**src/rtl/led_step_sequencer.sv**
```systemverilog
// led_step_sequencer: timed step generator for the DE10-Lite LED bar decoder.
// Synchronises the run/dir/clr switches, divides clk down to the step rate and
// advances a wrapping step index. Defining LED_SEQ_PINGPONG_EN switches the
// index to bounce between 0 and LAST_STEP, with E latched at run start.
module led_step_sequencer #(
    parameter int unsigned TICKS_PER_STEP = 5000000,
    parameter int unsigned LAST_STEP      = 9
) (
    input  logic       clk,
    input  logic       rst,
    input  logic       run,
    input  logic       dir,
    input  logic       clr,
    output logic [3:0] a,
    output logic       E,
    output logic       step,
    output logic       at_end
);

    localparam int unsigned PW     = $clog2(TICKS_PER_STEP);
    localparam logic [PW-1:0] PS_MAX = PW'(TICKS_PER_STEP - 1);
    localparam logic [3:0]    LAST   = 4'(LAST_STEP);

    typedef enum logic [1:0] {
        IDLE = 2'd0,
        RUN  = 2'd1,
        HOLD = 2'd2
    } state_t;

    state_t        state_q;
    logic [1:0]    run_sync_q;
    logic [1:0]    dir_sync_q;
    logic [1:0]    clr_sync_q;
    logic [PW-1:0] presc_q;
    logic [3:0]    a_q;
    logic          e_q;
    logic          step_q;
    logic          at_end_q;

    logic          run_s;
    logic          dir_s;
    logic          clr_s;
    logic [3:0]    adv_a_d;
    logic          adv_e_d;

    assign run_s  = run_sync_q[1];
    assign dir_s  = dir_sync_q[1];
    assign clr_s  = clr_sync_q[1];

    assign a      = a_q;
    assign E      = e_q;
    assign step   = step_q;
    assign at_end = at_end_q;

    // Next index and direction for one advance on a tick.
    always_comb begin
        adv_a_d = a_q;
        adv_e_d = e_q;
`ifdef LED_SEQ_PINGPONG_EN
        if (e_q) begin
            if (a_q == LAST) begin
                adv_e_d = 1'b0;
                adv_a_d = LAST - 4'd1;
            end else begin
                adv_a_d = a_q + 4'd1;
            end
        end else begin
            if (a_q == 4'd0) begin
                adv_e_d = 1'b1;
                adv_a_d = 4'd1;
            end else begin
                adv_a_d = a_q - 4'd1;
            end
        end
`else
        adv_e_d = dir_s;
        if (dir_s) begin
            adv_a_d = (a_q == LAST) ? 4'd0 : a_q + 4'd1;
        end else begin
            adv_a_d = (a_q == 4'd0) ? LAST : a_q - 4'd1;
        end
`endif
    end

    // Switch synchronisers, prescaler and step FSM with registered outputs.
    always_ff @(posedge clk) begin
        if (rst) begin
            run_sync_q <= 2'b00;
            dir_sync_q <= 2'b00;
            clr_sync_q <= 2'b00;
            state_q    <= IDLE;
            presc_q    <= '0;
            a_q        <= 4'd0;
            e_q        <= 1'b0;
            step_q     <= 1'b0;
            at_end_q   <= 1'b0;
        end else begin
            run_sync_q <= {run_sync_q[0], run};
            dir_sync_q <= {dir_sync_q[0], dir};
            clr_sync_q <= {clr_sync_q[0], clr};
            step_q     <= 1'b0;

            if (clr_s) begin
                // Clear wins over any tick and parks the sequencer in IDLE.
                state_q  <= IDLE;
                presc_q  <= '0;
                a_q      <= 4'd0;
                e_q      <= dir_s;
                at_end_q <= 1'b0;
            end else begin
                case (state_q)
                    IDLE: begin
                        presc_q  <= '0;
                        a_q      <= 4'd0;
                        e_q      <= dir_s;
                        at_end_q <= 1'b0;
                        if (run_s) begin
                            state_q <= RUN;
                        end
                    end
                    RUN: begin
                        if (!run_s) begin
                            // Pause freezes the prescaler, even on a tick.
                            state_q <= HOLD;
                        end else if (presc_q == PS_MAX) begin
                            presc_q  <= '0;
                            a_q      <= adv_a_d;
                            e_q      <= adv_e_d;
                            step_q   <= 1'b1;
                            at_end_q <= (adv_a_d == LAST);
                        end else begin
                            presc_q <= presc_q + PW'(1);
                        end
                    end
                    HOLD: begin
                        if (run_s) begin
                            state_q <= RUN;
                        end
                    end
                    default: begin
                        state_q <= IDLE;
                    end
                endcase
            end
        end
    end

endmodule

```
**config.mk**
```make
export PLATFORM = sky130hd
export DESIGN_NAME = led_step_sequencer
export DESIGN_NICKNAME = d
export VERILOG_FILES = /design/src/rtl/led_step_sequencer.sv
export SDC_FILE = /design/constraint.sdc
export NUM_CORES = 1
export LEC_CHECK = 0
export BUFFER_PORTS_ARGS = -buffer_cell sky130_fd_sc_hd__buf_2
export CORE_AREA = 2 2 86 88
export DETAILED_ROUTE_END_ITERATION = 16
export DIE_AREA = 0 0 88 90
export SLEW_MARGIN = 20
export SYNTH_ARGS = -nofsm -noshare
export SYNTH_HDL_FRONTEND = slang
export SYNTH_SLANG_ARGS = --single-unit
```
**constraint.sdc**
```tcl
create_clock -name clk -period 2.3 [get_ports clk]
set_input_delay 0.345 -clock clk [delete_from_list [all_inputs] [get_ports clk]]
set_output_delay 0.345 -clock clk [all_outputs]
set_load 0.02 [all_outputs]
```
Word-level counts from Yosys, hierarchy flattened. Index checks and enable logic that the tools add are counted.

Register bits after elaboration: 38. Output and inout bits: 7. Word-level logic and storage cells: 56.

Add/sub/neg operators: 3. Equal/unequal tests: 11. Mux-type cells: 20. Bitwise gates (word level): 2. Reduce and logical (&&, ||, !) cells: 11.

Operators by type and width (number): $mux 23 (2); $pmux 23 s2 (1); $add 23x1->23 const B (1); $eq 23x23->1 const B (1); $mux 4 (5); $eq 4x4->1 const B (2); $pmux 4 s2 (1); $mux 1 (6); $ne 2x2->1 const B (3); $ne 3x3->1 const B (2); $reduce_and 3->1 (2); $add 4x1->4 const B (1); $logic_not 4->1 (1); $mux 2 (2); $pmux 1 s2 (2); $pmux 2 s2 (1); $reduce_and 2->1 (2); $reduce_or 2->1 (2); $reduce_or 4->1 (1); $sub 4x1->4 const B (1); $reduce_bool 3->1 (1); $eq 2x1->1 const B (1); $eq 2x2->1 const B (1); $logic_not 2->1 (1); other kinds (3) (4).

Longest topological paths before layout.
Depth after elaboration: 7. Depth in mapped cells: 8. Mapped depth without buffers: 6.

Worst setup path after synthesis. Ideal clock, no wire load.

Path kind: reg2reg. Start: register presc_q[20]. End: register presc_q[19]. Arrival time: 1.759 ns. Path slack: 0.422 ns. Cell stages (with the launch flop): 8. Clock period less this slack: 1.878 ns. Cell sequence: dfxtp_1 > or4_4 > nor4_4 > a21oi_2 > buf_6 > buf_8 > a32oi_1 > nand2_1.

Word-level cells in the longest chain between the ends: 4.

Ends and longest elaborated chain: start: declaration (line 34) `logic [PW-1:0] presc_q;`; start signal: assignment (line 132) `presc_q <= presc_q + PW'(1);`; $eq 23x23->1 (line 125) `end else if (presc_q == PS_MAX) begin`; $mux 23 (line 125); $mux 23 (line 122) `if (!run_s) begin`; $pmux 23 s2 (line 111) `case (state_q)`.

Every way passes these cells. The select of a mux whose other input is x is not followed. A chain may end at the register's enable or synchronous reset.

Worst setup path after layout.
Start: register presc_q[20]. End: register a_q[3] (netlist: a[3]).

Word-level cells in the longest chain between the ends: 3.

Ends and longest elaborated chain: $eq 23x23->1 (line 125); $ne 2x2->1 (no source line); $reduce_and 3->1 (no source line); end signal: assignment (line 127) `a_q <= adv_a_d;`; end: declaration (line 35) `logic [3:0] a_q;`.

Every way passes these cells.

==> parameters.txt <==
Parameter                              Value

Outcome
  Run status ... finished clean

Timing
  Max-slew headroom at the worst pin ... between 50% and 60%
  Worst clock skew ... slightly below 0.007 ns
  Transition time at the pin with the least slew margin ... roughly 0.62 ns
  Final period utilization ... 92.1%
  Number of failing hold endpoints at the final stage ... 0
  Smallest setup slack after layout ... about 0.18 ns
  Unrepaired setup endpoints after global routing ... no
  Final count of negative-setup-slack endpoints ... 0
  Minimum period implied by the final worst setup slack ... 2.12 ns
  Sum Neg Setup Slack ... 0 ns
  Maximum frequency from static timing analysis ... 0.472 GHz
  Final-report max-slew violation count ... 0

Run
  Max cap viols ... 0

Worst setup path
  Highest fanout seen on the critical path ... 11
  Classification of the worst setup path ... reg2reg
  Data arrival at the endpoint of the critical path ... around 2.3 ns
  Count of cells along the worst register-to-register path ... 5
  Critical path launch point type ... flop
  Reg2Reg Launch Point ... presc_q[20]
  Endpoint kind of the worst setup timing path ... flop
  Data required time of the critical path ... ~2.5 ns
  R2r endpoint ... a[3]
  Minimum setup slack among reg-to-reg paths ... about 0.18 ns

Route
  Post-route ant nets ... 0
  Routed wire length ... about 4.2 mm
  Starting DRC count in detailed routing ... between 70 and 80
  Drt first pass iters ... 4
  Routed length per placed instance ... between 10 and 15 µm
  Via count normalized by instance count ... slightly below 5
  Number of remaining DRC errors ... 0
  Detailed-route via count ... roughly 1,700

Global route
  Global route overflow ... 0
  Overall Global Routing Usage ... 11.6%
  Global-route wire length before repair ... roughly 7.4 mm
  Pin count of the biggest net entering global routing ... 22
  Number of antenna violations at the first check in global routing ... 0
  Via count of the first global-routing pass ... around 1,500

Clock network
  Clock tree from TritonCTS ... yes
  H-tree depth ... 2
  Number of sinks on the clock net ... 38
  Cell at the root of the clock tree ... sky130_fd_sc_hd__clkbuf_8
  Post-CTS setup buffers ... 0
  Clock insertion delay at the later pin of the skew report ... just under 0.3 ns
  Cts repair resizes ... 0
  Number of buffers created by CTS ... 5
  Worst-case clock buffer depth ... 2
  Clock slew at reported path FFs ... around 0.080 ns
  Hold bufs inserted after CTS ... 0

Synth
  Most frequent cell after synthesis ... sky130_fd_sc_hd__dfxtp_1
  Library cells used by synthesis ... 52
  Async set or reset register ratio after synthesis ... 0%
  Synthesis Warnings ... 0
  Top cells by count, synth ... 38 x sky130_fd_sc_hd__dfxtp_1, 24 x sky130_fd_sc_hd__nand2_1, 15 x sky130_fd_sc_hd__a21oi_1, 15 x sky130_fd_sc_hd__nand3_1, 15 x sky130_fd_sc_hd__nor2_1
  Share of Yosys cell area claimed by the top area cell type ... a little under 40%
  Post-synthesis instance total ... 230
  Number of enable-type register cells in the synthesized netlist ... 0
  Mean instance size in the synthesized netlist ... 8.35 µm²
  Synth top area cells ... sky130_fd_sc_hd__dfxtp_1 40%, sky130_fd_sc_hd__nand2_1 4.7%, sky130_fd_sc_hd__a21oi_1 3.9%
  Top cell type by total area after synthesis ... sky130_fd_sc_hd__dfxtp_1
  Sequential element share of the synthesized area ... approximately two fifths
  Cell Area, Synth ... 0.00192 mm²
  Net count of the mapped netlist ... between 200 and 250
  Number of register bits inferred by synthesis ... 38
  Dominant synthesized flop cell ... sky130_fd_sc_hd__dfxtp_1

Power and ir drop
  Power per cell area ... between 500 and 600 mW/mm²
  Static Leak ... roughly 0.00074 µW
  Worst IR drop on VDD ... 0.000377 V
  Total power ... approximately 1200 µW

Floorplanning
  Effective utilization at floorplan ... between 20% and 30%
  Core ar. ... about 0.0070 mm²
  I/O pin count ... 12
  Vert. Die Dim ... roughly 90 µm
  Floorplan row count ... 31
  Area enclosed by the die boundary ... slightly below 0.008 mm²
  Die Width ... ~88 µm

Cells and area
  Nets ... 253
  Fill cell total of the finished layout ... around 750
  Diodes inserted ... 0
  Core occupancy in the finished layout ... around a third
  Fraction of final layout cells sized beyond drive strength 1 ... between 10% and 20%
  Layout overhead on the synthesized area ... 14.9%

Hold path
  Endpoint of the worst hold-timing path ... clr_sync_q[0]
  Class of the most critical hold timing path ... in2reg
  Hold wc startpoint ... clr
  Cells on Worst Hold Path ... 2

Place
  Place WS ... approximately 0.19 ns
  Count of buffers from port buffering ... 11
  Routability-driven placement congestion ratio ... between 0.7 and 0.8
  Post-detail-place hpwl ... 3.07 mm
==> how the worst max path moves through the flow <==
| stage | from | endpoint | slack [ns] | depth (start not counted) |
|---|---|---|---|---|
| detailed placement | presc_q[20] | a[3] | 0.19 | 5 |
| floorplan | presc_q[20] | presc_q[19] | 0.42 | 7 |
| global route | presc_q[20] | a[3] | 0.02 | 5 |
| finish | presc_q[20] | a[3] | 0.18 | 5 |
| CTS | presc_q[20] | a[3] | 0.17 | 5 |
| global placement | presc_q[20] | a[3] | 0.21 | 5 |
==> registers in the layout (all words and copies together) (netlist names) <==
name,count
E,1
a,4
at_end,1
clr_sync_q,2
dir_sync_q,2
presc_q,23
run_sync_q,2
state_q,2
step,1
==> layer usage <==
layer	global-route usage (%)	share of wire (%)
met1	15.8	50
met2	17.6	45
met3	3.12	3.0
met4	4.10	1.9
met5	0	0
==> layout make-up <==
type	count	area, µm²	share of cell area [%]
repair buffers	20	135	6.12
flip-flops and latches	38	761	34.5
clock buffers	5	68.8	3.12
multi-input cells	175	1070	48.5
inverters	7	26.3	1.19
clock inverters	3	21.3	0.964
well taps	99	124	5.61
==> through the flow <==
step / hold WS [ns] / cells / instance area, µm²
after floorplan: 0.414 / 230 / 1920
after global placement: 0.419 / 339 / 2120
after detailed placement: 0.429 / 339 / 2120
after CTS: 0.246 / 347 / 2210
after global routing: 0.240 / 347 / 2210
final: 0.258 / 347 / 2210
==> worst max-delay path, stage by stage (launching register included) <==
cell and delay, ns:
sky130_fd_sc_hd__dfxtp_1 0.34, sky130_fd_sc_hd__or4_4 0.56, sky130_fd_sc_hd__nor4_4 0.35, sky130_fd_sc_hd__a41oi_2 0.23, sky130_fd_sc_hd__nand2_1 0.37, sky130_fd_sc_hd__o22ai_1 0.13
==> cell usage in the layout (no fill, tap or decap), types with 7 or more instances in the layout <==
| master | Yosys | layout |
|---|---|---|
| sky130_fd_sc_hd__nand4_1 | 8 | 8 |
| sky130_fd_sc_hd__nor2_1 | 15 | 15 |
| sky130_fd_sc_hd__buf_4 | 1 | 8 |
| sky130_fd_sc_hd__nand3_1 | 15 | 15 |
| sky130_fd_sc_hd__o21ai_0 | 12 | 12 |
| sky130_fd_sc_hd__nand2_1 | 24 | 24 |
| sky130_fd_sc_hd__nor3_1 | 10 | 10 |
| sky130_fd_sc_hd__a31oi_1 | 9 | 9 |
| sky130_fd_sc_hd__dfxtp_1 | 38 | 38 |
| sky130_fd_sc_hd__buf_2 | 2 | 11 |
| sky130_fd_sc_hd__a21oi_1 | 15 | 15 |
| sky130_fd_sc_hd__inv_1 | 7 | 7 |
| sky130_fd_sc_hd__nor2b_1 | 8 | 8 |
==> power breakdown <==
group | leakage (µW) | switching, µW | total [µW] | internal (µW)
clock | 0.0000441 | 247 | 460 | 213
sequential | 0.000307 | 5.65 | 669 | 664
combinational | 0.000383 | 22.5 | 37.4 | 14.9
total | 0.000735 | 275 | 1170 | 892
==> cells by family after synthesis <==
| group | share of synthesized area [%] |
|---|---|
| adder cells (fa/ha/maj) | 0.651 |
| flip-flops | 39.6 |
| XOR/XNOR | 4.10 |
| AND/OR/NAND/NOR | 32.6 |
| multiplexers | 0.521 |
| buffers and inverters | 4.63 |
| AO/OA/AOI/OAI | 17.9 |
Note: power is estimated with default switching activity, not from simulation.
